--- src/rtl/input_debouncer_if.sv ---
// rtl/input_debouncer_if.sv - channel bundle between raw inputs and debounced outputs
//
// Purpose : groups the per-channel raw inputs and the debounced results of
//           input_debouncer so that they travel as one port.
// Signals : raw_in    [N] bouncy asynchronous channel inputs
//           level_out [N] debounced stable level
//           rise_out  [N] one-cycle pulse on accepted 0->1
//           fall_out  [N] one-cycle pulse on accepted 1->0
//           held_out  [N] long-press flag
// Modports: master drives raw_in and observes the results; slave is the debouncer.

interface input_debouncer_if #(
  parameter int N = 13
) ();

  logic [N-1:0] raw_in;
  logic [N-1:0] level_out;
  logic [N-1:0] rise_out;
  logic [N-1:0] fall_out;
  logic [N-1:0] held_out;

  modport master (
    output raw_in,
    input  level_out,
    input  rise_out,
    input  fall_out,
    input  held_out
  );

  modport slave (
    input  raw_in,
    output level_out,
    output rise_out,
    output fall_out,
    output held_out
  );

endinterface

--- src/rtl/input_debouncer.sv ---
// rtl/input_debouncer.sv - N-channel synchronising debouncer with edge pulses and long-press detect
//
// Purpose : each channel is synchronised through two flops, then a new level is
//           accepted only after it has been seen for DEBOUNCE_CYCLES consecutive
//           cycles. Accepted transitions produce registered rise/fall pulses, and a
//           level held high for HOLD_CYCLES raises a sticky long-press flag.
// Ports   : clk   - single clock, all state updates on its rising edge
//           rst_n - synchronous active-low reset
//           io    - input_debouncer_if.slave (raw_in, level_out, rise_out,
//                   fall_out, held_out, each N bits wide)

module input_debouncer #(
  parameter int unsigned N               = 13,
  parameter int unsigned DEBOUNCE_CYCLES = 100000,
  parameter int unsigned HOLD_CYCLES     = 50000000
) (
  input  logic               clk,
  input  logic               rst_n,
  input_debouncer_if.slave   io
);

  localparam int unsigned     CW        = $clog2(DEBOUNCE_CYCLES + 1);
  localparam logic [CW-1:0]   DB_LAST   = CW'(DEBOUNCE_CYCLES - 1);
  localparam logic [31:0]     HOLD_LAST = 32'(HOLD_CYCLES - 1);

  // Synchroniser: sync_meta may be metastable and is never used directly.
  logic [N-1:0]  sync_meta;
  logic [N-1:0]  sync;

  // Registered state.
  logic [CW-1:0] db_cnt   [N];
  logic [31:0]   hold_cnt [N];
  logic [N-1:0]  level;
  logic [N-1:0]  rise;
  logic [N-1:0]  fall;
  logic [N-1:0]  held;

  // Next-state values.
  logic [CW-1:0] db_cnt_nxt   [N];
  logic [31:0]   hold_cnt_nxt [N];
  logic [N-1:0]  level_nxt;
  logic [N-1:0]  rise_nxt;
  logic [N-1:0]  fall_nxt;
  logic [N-1:0]  held_nxt;

  always_comb begin
    level_nxt = level;
    rise_nxt  = '0;
    fall_nxt  = '0;
    held_nxt  = held;
    for (int i = 0; i < int'(N); i++) begin
      db_cnt_nxt[i]   = '0;
      hold_cnt_nxt[i] = '0;

      // Debounce: count only while the synchronised input disagrees with the
      // accepted level. Any agreeing cycle leaves the count at zero, so a
      // glitch restarts the whole window instead of pausing it.
      if (sync[i] != level[i]) begin
        if (db_cnt[i] == DB_LAST) begin
          level_nxt[i] = sync[i];
          rise_nxt[i]  = sync[i];
          fall_nxt[i]  = ~sync[i];
        end else begin
          db_cnt_nxt[i] = db_cnt[i] + CW'(1);
        end
      end

      // Long press: count high cycles until the flag sets, then park at zero.
      // The flag itself is sticky until the level falls, so it never re-pulses.
      if (level[i] && !held[i]) begin
        if (hold_cnt[i] == HOLD_LAST) begin
          held_nxt[i] = 1'b1;
        end else begin
          hold_cnt_nxt[i] = hold_cnt[i] + 32'd1;
        end
      end

      // A falling acceptance wins over a hold flag setting on the same edge,
      // so held never shows 1 alongside a low level.
      if (!level_nxt[i]) begin
        held_nxt[i]     = 1'b0;
        hold_cnt_nxt[i] = '0;
      end
    end
  end

  always_ff @(posedge clk) begin
    if (!rst_n) begin
      sync_meta <= '0;
      sync      <= '0;
      level     <= '0;
      rise      <= '0;
      fall      <= '0;
      held      <= '0;
      for (int i = 0; i < int'(N); i++) begin
        db_cnt[i]   <= '0;
        hold_cnt[i] <= '0;
      end
    end else begin
      sync_meta <= io.raw_in;
      sync      <= sync_meta;
      level     <= level_nxt;
      rise      <= rise_nxt;
      fall      <= fall_nxt;
      held      <= held_nxt;
      for (int i = 0; i < int'(N); i++) begin
        db_cnt[i]   <= db_cnt_nxt[i];
        hold_cnt[i] <= hold_cnt_nxt[i];
      end
    end
  end

  assign io.level_out = level;
  assign io.rise_out  = rise;
  assign io.fall_out  = fall;
  assign io.held_out  = held;

endmodule

--- src/flat_wrapper.sv ---
// flat-port wrapper written by rule: the top's interface ports become plain ports
module input_debouncer_flat 
#(
  parameter int unsigned N               = 13,
  parameter int unsigned DEBOUNCE_CYCLES = 100000,
  parameter int unsigned HOLD_CYCLES     = 50000000
)
  (clk, rst_n, io_raw_in, io_level_out, io_rise_out, io_fall_out, io_held_out);
  input_debouncer_if #(.N(N)) io_i ();
  input  logic clk;
  input  logic rst_n;
  input wire logic [$bits(io_i.raw_in)-1:0] io_raw_in;
  output wire logic [$bits(io_i.level_out)-1:0] io_level_out;
  output wire logic [$bits(io_i.rise_out)-1:0] io_rise_out;
  output wire logic [$bits(io_i.fall_out)-1:0] io_fall_out;
  output wire logic [$bits(io_i.held_out)-1:0] io_held_out;
  assign io_i.raw_in = io_raw_in;
  assign io_level_out = io_i.level_out;
  assign io_rise_out = io_i.rise_out;
  assign io_fall_out = io_i.fall_out;
  assign io_held_out = io_i.held_out;
  input_debouncer #(.N(N), .DEBOUNCE_CYCLES(DEBOUNCE_CYCLES), .HOLD_CYCLES(HOLD_CYCLES)) u_core (.clk(clk), .rst_n(rst_n), .io(io_i));
endmodule
--- config.mk ---
export PLATFORM = sky130hd
export DESIGN_NAME = input_debouncer_flat
export DESIGN_NICKNAME = d
export VERILOG_FILES = /design/src/rtl/input_debouncer_if.sv /design/src/rtl/input_debouncer.sv /design/src/flat_wrapper.sv
export SDC_FILE = /design/constraint.sdc
export NUM_CORES = 1
export LEC_CHECK = 0
export ABC_AREA = 1
export BUFFER_PORTS_ARGS = -buffer_cell sky130_fd_sc_hd__buf_4
export CAP_MARGIN = 5
export CORE_ASPECT_RATIO = 0.7
export CORE_MARGIN = 3
export CORE_UTILIZATION = 57
export CTS_BUF_LIST = sky130_fd_sc_hd__clkbuf_16
export DETAILED_ROUTE_END_ITERATION = 12
export PLACE_DENSITY = 0.82
export SYNTH_ARGS = -nofsm -noshare
export SYNTH_HDL_FRONTEND = slang
export SYNTH_SLANG_ARGS = --single-unit
--- constraint.sdc ---
create_clock -name clk -period 1.8 [get_ports clk]
set_clock_uncertainty 0.1 [all_clocks]
set_input_delay 0.45 -clock clk [delete_from_list [all_inputs] [get_ports clk]]
set_output_delay 0.45 -clock clk [all_outputs]
set_load 0.02 [all_outputs]
==> flow_summary.json <==
{
  "status": "complete, no violations",
  "p_int_w": 0.0244,
  "clkPwrFrac_pct": 47.8,
  "timing.final.hold_violations": 0,
  "cp-start-kind": "flip-flop",
  "synth_edf_count": 0,
  "synth_top_cell_area_share_pct": 39.4,
  "synth_fp_nets": 5428,
  "synth_seq_area_share_pct": 39.4,
  "power_switching_share_pct": 21.3,
  "yosys.area.top_type": "dfxtp_1",
  "finalMaxSlewViolations": 0,
  "cts.reportedPaths.clkPinSlew_ns": 0.06,
  "max_slew_margin_pct": 70.7,
  "synth_area_leaders": "dfxtp_1 (39%), nand2_1 (14%), nor2_1 (13%)",
  "cts_buffer_depth": 3,
  "cts_root_buf": "clkbuf_16",
  "wl_um": 86400,
  "cp_cell_sequence": "buf_4",
  "grt_use_total_pct": 23.8,
  "p_comb_share_pct": 0.9,
  "synth_seq_cells": 715,
  "fmax_ghz": 0.568,
  "drc_errors": 0,
  "r2r_slack_ns": 0.06,
  "htree_levels": 3,
  "drt_first_pass_iters": 6,
  "crit_type": "flip-flop to output port",
  "vias": 33516,
  "port_buffers": 66,
  "leakage_nw": 15.2,
  "syn_inst": 5387,
  "areaGrowthSynthToFinish_pct": 18.6,
  "tritoncts": "yes",
  "die_x_um": 308,
  "end_kind": "output port",
  "synth_most_common_cell": "nand2_1",
  "finalCritPeriodShare_pct": 97.8,
  "grt_start_max_net_pins": 33,
  "yosys_warnings": 0,
  "hp-class": "input port to flip-flop",
  "ys_async_sr_fraction_pct": 0,
  "drtAntennaViolNets": 0,
  "synthesis.area_um2": 36300,
  "dieArea_um2": 66800,
  "grt_pass1_vias": 29487,
  "required_ns": 1.25,
  "crit_fanout": 5,
  "power_density_nw_per_um2": 719,
  "rsz0062_at_grt": "yes",
  "slowest_stage": "dfxtp_1",
  "worst_hold_slack_ns": 0.129,
  "cts_buffers": 70,
  "num_io_pins": 67,
  "yosys-top-cells-count": "nand2_1 (1310), nor2_1 (1240), dfxtp_1 (715)",
  "seqPwrFrac_pct": 51.3,
  "path_delay_family": "flip-flops",
  "grt_pass1_wl_um": 137000,
  "drive_gt1_share_pct": 13.8,
  "ys.flop_type": "dfxtp_1",
  "nNetsFinal": 5751,
  "slowest_delay_ns": 0.40,
  "crit_arrival_ns": 1.21,
  "power_w": 0.0310,
  "worst_pin_slew_ns": 0.436,
  "layout_min_cycle_time_ns": 1.76,
  "worst_skew_pair.late_latency_ns": 0.63,
  "start_util_pct": 58.3,
  "dp_hpwl_um": 59000,
  "setup_viol": 0,
  "cts_sinks": 715,
  "gp_congestion": 0.932,
  "first_iter_violations": 2901,
  "num_rows": 76,
  "n_antenna_cell": 0,
  "die_height_um": 217,
  "avgRoutedWirePerCell_um": 13.1,
  "crit_buf_inv": 1,
  "overflow": 0,
  "cap_viol_max_count": 0,
  "vdd_ir_drop_max_v": 0.00102,
  "synth_area_per_cell_um2": 6.74,
  "ys_types": 45,
  "p_switching_w": 0.00659,
  "antenna_found_initial": 0,
  "vias_per_cell": 5.09,
  "core_um2": 62300
}
registers in the layout, summed over array words and instances (netlist names):
signal               cells
u_core.sync_meta        13
u_core.db_cnt          221
u_core.io.fall_out      13
u_core.io.level_out     13
u_core.io.held_out      13
u_core.sync             13
u_core.io.rise_out      13
u_core.hold_cnt        416
logic make-up (layout without fill, tap and decap cells):
family                   after synthesis  after routing  synth area share [%]
buffers and inverters                780           1156                  8.82
XOR/XNOR                             369            369                  8.90
AND/OR/NAND/NOR                     3361           3363                  40.0
AO/OA/AOI/OAI                        136            136                  1.97
adder cells (fa/ha/maj)               26             26                 0.896
flip-flops                           715            715                  39.4
final timing paths:
kind                                        endpoint                          startpoint  depth (start not counted)
setup reg to reg  u_core.hold_cnt[0][214]$_SDFF_PP0_  u_core.hold_cnt[0][192]$_SDFF_PP0_                          9
hold reg to reg           u_core.sync[10]$_SDFF_PN0_     u_core.sync_meta[10]$_SDFF_PN0_                          2
setup / recovery                     io_level_out[8]   u_core.io.level_out[8]$_SDFF_PN0_                          1
hold / removal             u_core.sync[9]$_SDFF_PN0_                               rst_n                          4
through the flow:
step / instance area [µm²] / cells / worst slack [ns] / utilization, % / TNS [ns]
finish: 43100 / 6584 / 0.0402 / 69.1 / 0
global route: 43100 / 6584 / -0.0638 / 69.1 / -7.53
CTS: 41400 / 6531 / 0.0000883 / 66.5 / 0
detailed placement: 38900 / 6387 / -0.123 / 62.5 / -5.21
global placement: 38900 / 6387 / -0.0808 / 62.5 / -1.71
floorplan: 36300 / 5387 / 0.135 / - / 0
power groups by stage:
stage	Clock, W	Sequential [W]	Combinational (W)
2_1_floorplan	0	0.0162	0.000127
3_3_place_gp	0	0.0162	0.000238
3_5_place_dp	0	0.0162	0.000242
4_1_cts	0.0151	0.0159	0.000267
5_1_grt	0.0158	0.0159	0.000309
6_report	0.0148	0.0159	0.000280
area by class of cell:
type / instances / area (µm²)
clock buffer: 73 / 1830
clock inverter: 54 / 458
fill: 5023 / 19200
inverter: 726 / 2730
multi-input combinational: 3894 / 19600
sequential: 715 / 14400
tap: 819 / 1020
timing repair buffer: 303 / 3030
cell usage in the layout (no fill, tap or decap), types with 75 or more instances in the layout:
master | netlist | final
buf_4 | 12 | 235
dfxtp_1 | 715 | 670
xnor2_1 | 122 | 122
inv_1 | 709 | 709
nand3_1 | 285 | 273
nor2_1 | 1240 | 1155
nor2_2 | 90 | 154
nand2_1 | 1310 | 1285
xor2_1 | 247 | 246
a21oi_1 | 75 | 75
nand4_1 | 80 | 80
nor3_1 | 152 | 143
clkbuf_16 | 0 | 93
what timing repair did:
action                     CTS  global route
setup endpoints to repair  115           526
setup buffers                3            26
hold buffers                13             0
pin swaps                    4            70
gates resized for setup     22           251
gates cloned                 1            27
hold endpoints to repair    13             0
layer usage:
metal	track usage [%]	wire length (µm)
met1	36.4	42300
met2	35.0	36200
met3	4.33	6530
met4	4.88	1380
met5	0	0
Power figures use the tool's default switching activity.
